--- src/rtl/hack_io_pkg.sv ---
// Shared constants for the Hack memory-mapped I/O devices: bus addresses and keyboard codes.
package hack_io_pkg;

  localparam logic [15:0] KBD_ADDR_DEFAULT = 16'h6000;
  localparam logic [15:0] LED_ADDR         = 16'h4000;

  localparam logic [15:0] KEY_NEWLINE   = 16'd128;
  localparam logic [15:0] KEY_BACKSPACE = 16'd129;
  localparam logic [15:0] KEY_LEFT      = 16'd130;
  localparam logic [15:0] KEY_UP        = 16'd131;
  localparam logic [15:0] KEY_RIGHT     = 16'd132;
  localparam logic [15:0] KEY_DOWN      = 16'd133;
  localparam logic [15:0] KEY_HOME      = 16'd134;
  localparam logic [15:0] KEY_ESC       = 16'd140;

  localparam int unsigned MAX_BTN = 8;

  // Button index -> key code; the first four are the arrow pad.
  localparam logic [15:0] KEY_CODE [MAX_BTN] = '{
    KEY_LEFT, KEY_UP, KEY_RIGHT, KEY_DOWN, KEY_NEWLINE, KEY_ESC, KEY_BACKSPACE, KEY_HOME
  };

endpackage

--- src/rtl/btn_debounce.sv ---
// One active-low button: two-flop synchroniser followed by a stable-level debouncer.
module btn_debounce #(
  parameter int unsigned DEBOUNCE_CYCLES = 200000
) (
  input  logic clk_i,
  input  logic rst_i,
  input  logic btn_n_i,
  output logic pressed_o
);

  localparam int unsigned CntW = $clog2(DEBOUNCE_CYCLES + 1);

  logic            sync1_q, sync2_q;
  logic            stable_q, stable_d;
  logic [CntW-1:0] cnt_q, cnt_d;

  // Any return to the stable level restarts the count, so short pulses never land.
  always_comb begin
    stable_d = stable_q;
    cnt_d    = cnt_q;
    if (sync2_q == stable_q) begin
      cnt_d = '0;
    end else if (cnt_q == CntW'(DEBOUNCE_CYCLES - 1)) begin
      stable_d = sync2_q;
      cnt_d    = '0;
    end else begin
      cnt_d = cnt_q + CntW'(1);
    end
  end

  always_ff @(posedge clk_i) begin
    if (rst_i) begin
      sync1_q  <= 1'b1;
      sync2_q  <= 1'b1;
      stable_q <= 1'b1;
      cnt_q    <= '0;
    end else begin
      sync1_q  <= btn_n_i;
      sync2_q  <= sync1_q;
      stable_q <= stable_d;
      cnt_q    <= cnt_d;
    end
  end

  assign pressed_o = ~stable_q;

endmodule

--- src/rtl/mmio_keyboard.sv ---
// Hack keyboard register: debounced buttons encoded to a key code, readable at KBD_ADDR.
module mmio_keyboard
  import hack_io_pkg::*;
#(
  parameter int unsigned NUM_BTN         = 4,
  parameter int unsigned DEBOUNCE_CYCLES = 200000,
  parameter logic [15:0] KBD_ADDR        = KBD_ADDR_DEFAULT
) (
  input  logic               clk,
  input  logic               rst,
  input  logic [NUM_BTN-1:0] btn_n,
  input  logic [15:0]        address,
  output logic [15:0]        rd_data,
  output logic [15:0]        kbd_code,
  output logic               key_press
);

  logic [NUM_BTN-1:0] pressed;
  logic [15:0]        code_q, code_d;
  logic               press_q, press_d;
  logic               found;

  for (genvar g = 0; g < NUM_BTN; g++) begin : g_btn
    btn_debounce #(
      .DEBOUNCE_CYCLES(DEBOUNCE_CYCLES)
    ) u_btn (
      .clk_i    (clk),
      .rst_i    (rst),
      .btn_n_i  (btn_n[g]),
      .pressed_o(pressed[g])
    );
  end

  // Lowest-index pressed button wins.
  always_comb begin
    code_d = '0;
    found  = 1'b0;
    for (int unsigned i = 0; i < NUM_BTN; i++) begin
      if (pressed[i] && !found) begin
        code_d = KEY_CODE[i];
        found  = 1'b1;
      end
    end
    press_d = (code_d != '0) && (code_q == '0);
  end

  always_ff @(posedge clk) begin
    if (rst) begin
      code_q  <= '0;
      press_q <= 1'b0;
    end else begin
      code_q  <= code_d;
      press_q <= press_d;
    end
  end

  assign kbd_code  = code_q;
  assign key_press = press_q;
  assign rd_data   = (address == KBD_ADDR) ? code_q : 16'h0000;

endmodule

--- config.mk ---
export PLATFORM = sky130hd
export DESIGN_NAME = mmio_keyboard
export DESIGN_NICKNAME = d
export VERILOG_FILES = /design/src/rtl/hack_io_pkg.sv /design/src/rtl/btn_debounce.sv /design/src/rtl/mmio_keyboard.sv
export SDC_FILE = /design/constraint.sdc
export NUM_CORES = 1
export LEC_CHECK = 0
export CAP_MARGIN = 20
export CORE_MARGIN = 10
export CORE_UTILIZATION = 25
export DETAILED_ROUTE_END_ITERATION = 8
export SLEW_MARGIN = 20
export SYNTH_ARGS = -nofsm -noshare
export SYNTH_HDL_FRONTEND = slang
export SYNTH_SLANG_ARGS = --single-unit
--- constraint.sdc ---
create_clock -name clk -period 1.93 [get_ports clk]
set_input_delay 0.193 -clock clk [delete_from_list [all_inputs] [get_ports clk]]
set_output_delay 0.193 -clock clk [all_outputs]
set_load 0.1 [all_outputs]
### After elaboration in Yosys (flattened, before gate mapping)

Cells that the tools add are included.

* register bits after elaboration: 101
* output and inout bits: 33

* add/sub/neg operators: 4
* equal/unequal tests: 9
* mux-type cells: 8
* bitwise logic cells: 7
* reductions and logical operators: 16

Operators with widths (number)
* $add 18x1->18 const B: 4
* $eq 18x18->1 const B: 4
* $mux 16: 3
* $eq 16x15->1 const B: 1
* $logic_not 16->1: 1
* $mux 8: 2
* $reduce_bool 16->1: 1
* $reduce_or 3->1: 4
* $reduce_and 2->1: 4
* $not 1->1: 7
* $eq 1x1->1: 4
* $logic_and 1x1->1: 4
* $mux 1: 3
* $logic_not 1->1: 2

### Depth between registers and ports, before layout

* depth in word-level cells: 11
* gate-level depth with buffers: 6
* depth with buffers taken out: 5

### Cells and area by module

A second synthesis with hierarchy kept.

* cell total of the unflattened synthesis: 485
* area total of the unflattened synthesis: 4390.5 sq um

By module, submodules not included
* btn_debounce: times used 4, cells an instance 108, area each 994.7 sq um
* mmio_keyboard: times used 1, cells an instance 53, area each 411.6 sq um

### Worst setup path after synthesis

No wires, ideal clock.

* kind: register to output
* start point: register code_q[0], in the netlist kbd_code[0]
* end point: output rd_data[0]
* data arrival time: 2350 ps
* required time: 1737 ps
* setup slack: -613 ps
* stages on the path, launching flop included: 3
* path buffers: 0
* cell sequence: dfxtp_1 > inv_1 > nor2_1

* word-level cells in the longest chain between the ends: 1

Ends and longest elaborated chain
* start: declaration: RTL line mmio_keyboard.sv:19 `logic [15:0] code_q, code_d;`
* start signal: assignment: RTL line mmio_keyboard.sv:52 `code_q <= code_d;`
* $mux 16: RTL line mmio_keyboard.sv:59 `assign rd_data = (address == KBD_ADDR) ? code_q : 16'h0000;`
* end: declaration: RTL line mmio_keyboard.sv:13 `output logic [15:0] rd_data,`

Every way passes these cells.

### Worst setup path in the final report

* start point: register g_btn[1].u_btn.cnt_q[7]
* end point: register g_btn[1].u_btn.cnt_q[14]

* word-level cells in the longest chain between the ends: 2
* elaborated cells on any way between the ends: 3

Ends and longest elaborated chain
* start: declaration: RTL line btn_debounce.sv:15 `logic [CntW-1:0] cnt_q, cnt_d;`
* start signal: assignment: RTL line btn_debounce.sv:41 `cnt_q <= cnt_d;`
* branches (longest 2 deep; another with $add 18x1->18)

Several ways; the timed one is not identified.
A chain may end at the register's enable or synchronous reset.

==> impl_metrics.json <==
{
  "outcome": "finished clean",
  "post-route-min-period_ps": 1800,
  "synth_top_cells_by_area": "dfxtp_1, xnor2_1, nor2_1, xor2_1, nand4_1",
  "syn_to_final_growth_pct": 22.8,
  "diodes": 0,
  "synth_most_common_cell": "dfxtp_1",
  "dieWidth_um": 148,
  "cts_tree": "built",
  "cp_max_fo": 7,
  "clock_path_buffers": 2,
  "path_cells": "or4_1 > or4_4 > o21ai_4 > buf_4 > a21oi_1",
  "yosysWarnings": 0,
  "numCtsBuffers": 9,
  "synth_top_area_cell": "dfxtp_1",
  "gr-total-overflow": 0,
  "grt_pass1_vias": 3080,
  "crit_buf_inv": 1,
  "place_area_um2": 4740,
  "r2r_start": "g_btn[1].u_btn.cnt_q[7]",
  "vias_per_cell": 4.41,
  "clk_latency_ps": 340,
  "ys_seq_area_frac": 0.434,
  "yosys_most_used_dff": "dfxtp_1",
  "cp-end-kind": "register",
  "antenna_found_initial": 0,
  "io_pins": 55,
  "min_path_type": "register to register",
  "dieArea_um2": 21900,
  "drtIter0Drc": 233,
  "vias": 3255,
  "ir_worst_vdd_mv": 0.402,
  "ys_ff_latch": 89,
  "start_util": 0.256,
  "die_h_um": 148,
  "max_freq_mhz": 557,
  "startpoint_type": "register",
  "cts-resized-gates": 0,
  "grt.total_usage": 0.0791,
  "ctsHoldBuffers": 0,
  "critPathSlowestCell": "or4_1",
  "final_cells": 738,
  "drc": 0,
  "rsz0062_at_grt": "no",
  "clkSlewWorstSetupHoldPaths_ps": 60,
  "core_um2": 16000,
  "crit_type": "register to register",
  "grt_pass1_wl_um": 14600,
  "synth_top_area_frac": 0.434,
  "ant_nets": 0,
  "hold_start": "g_btn[2].u_btn.sync1_q",
  "wl_um": 8580,
  "tns_ps": 0,
  "synth_cells": 467,
  "setup_viol": 0,
  "postCtsSetupRepairBufs": 0,
  "crit_path_max_incr_delay_ps": 520,
  "globalplace.congestion": 0.834,
  "post-place-cells": 722,
  "synth_area_per_cell_um2": 8.79,
  "synth_common_cells": "dfxtp_1, nor2_1, xnor2_1, nand4_1, nand3_1",
  "critPathTopFamily": "simple AND/OR/NAND/NOR gates",
  "skew_ps": 6.49,
  "p_total_w": 0.00391,
  "postSynth.asyncResetShare": 0,
  "final_area_um2": 5040,
  "rows": 46,
  "synth_cell_types": 44,
  "layout.nets": 543,
  "drive_gt1_frac": 0.134,
  "finalMaxSlewViolations": 0,
  "wl_per_cell_um": 11.6,
  "hpwlAfterDp_um": 6450,
  "cellPowerDensity_nw_per_um2": 776,
  "critPathArrivalTime_ps": 2020,
  "leakage_nw": 1.60,
  "synth_edf_count": 0,
  "grt_max_degree": 19,
  "cts-root-buf": "clkbuf_16",
  "worstPathRequired_ps": 2160,
  "io_buffers": 30,
  "post-route-util": 0.315,
  "htree_num_levels": 3,
  "crit_start": "g_btn[1].u_btn.cnt_q[7]",
  "min_period_over_period": 0.931,
  "clock-sinks": 89,
  "netlist_area_um2": 4100,
  "hold_viol_final": 0,
  "maxCapViolCount": 0,
  "dr.pass1.iters": 4
}
metrics by stage:
step	hold WS (ps)	setup WS, ps
after floorplan	274	64.9
after global placement	394	168
after detailed placement	394	134
after CTS	398	124
after global routing	418	49.4
final	409	134
cell families after synthesis:
group,after synthesis,synth area share
AND/OR/NAND/NOR,225,0.295
AO/OA/AOI/OAI,32,0.0537
adder cells (fa/ha/maj),4,0.0122
flip-flops,89,0.434
XOR/XNOR,60,0.128
buffers and inverters,56,0.0762
other,1,0.000914
final timing paths:
path,endpoint,depth (start not counted),slack [ps]
worst max-delay path,g_btn[1].u_btn.cnt_q[14],5,130
worst min-delay path,g_btn[2].u_btn.sync2_q,1,410
worst max register to register,g_btn[1].u_btn.cnt_q[14],5,130
worst min register to register,g_btn[2].u_btn.sync2_q,1,410
cell usage in the layout, fill, tap and decap left out, types with 2 or more instances in the layout:
master,netlist,layout
nor4_1,18,18
nor2_1,74,70
and2_1,4,4
dfxtp_1,89,89
conb_1,1,24
buf_12,0,4
nor4b_1,5,5
or4_1,3,3
o21ai_1,2,2
or2_2,10,10
xor2_1,24,24
clkbuf_16,0,9
nand2_1,15,15
or4_4,2,2
inv_1,22,22
nor2_4,0,4
and3_1,4,4
and4_1,5,5
buf_4,24,25
a21oi_1,9,9
clkdlybuf4s50_1,0,21
xnor2_1,36,36
o311ai_0,2,2
nor3_1,13,13
ha_1,4,4
a31o_2,4,4
o211ai_1,2,2
nand3_1,29,29
o21ai_0,7,7
nor4bb_1,4,4
inv_6,0,4
nand4_1,30,30
or3_1,3,3
per-layer routing:
| layer | GRT usage | routed length (um) |
|---|---|---|
| met2 | 0.121 | 3800 |
| met5 | 0 | 0 |
| met4 | 0.0178 | 75 |
| met3 | 0.0313 | 482 |
| met1 | 0.102 | 4230 |
power breakdown:
part / leakage (nW) / internal, W / switching [W]
Clock: 0.144 / 0.00102 / 0.000742
Combinational: 0.734 / 0.0000573 / 0.000237
Sequential: 0.719 / 0.00185 / 0.00000583
registers in the layout, indices dropped and copies added, names as in the netlist:
register and count:
g_btn.u_btn.stable_q 4, kbd_code 4, key_press 1, g_btn.u_btn.sync1_q 4, g_btn.u_btn.cnt_q 72, g_btn.u_btn.sync2_q 4
final cells by class:
class,instances,area (um2)
inverters,22,82.6
flip-flops and latches,89,1780
clock buffers,10,229
well taps,216,270
multi-input cells,345,2120
clock inverters,6,72.6
repair buffers,50,478
fillers,1670,11000
(Power assumes the default switching activity.)
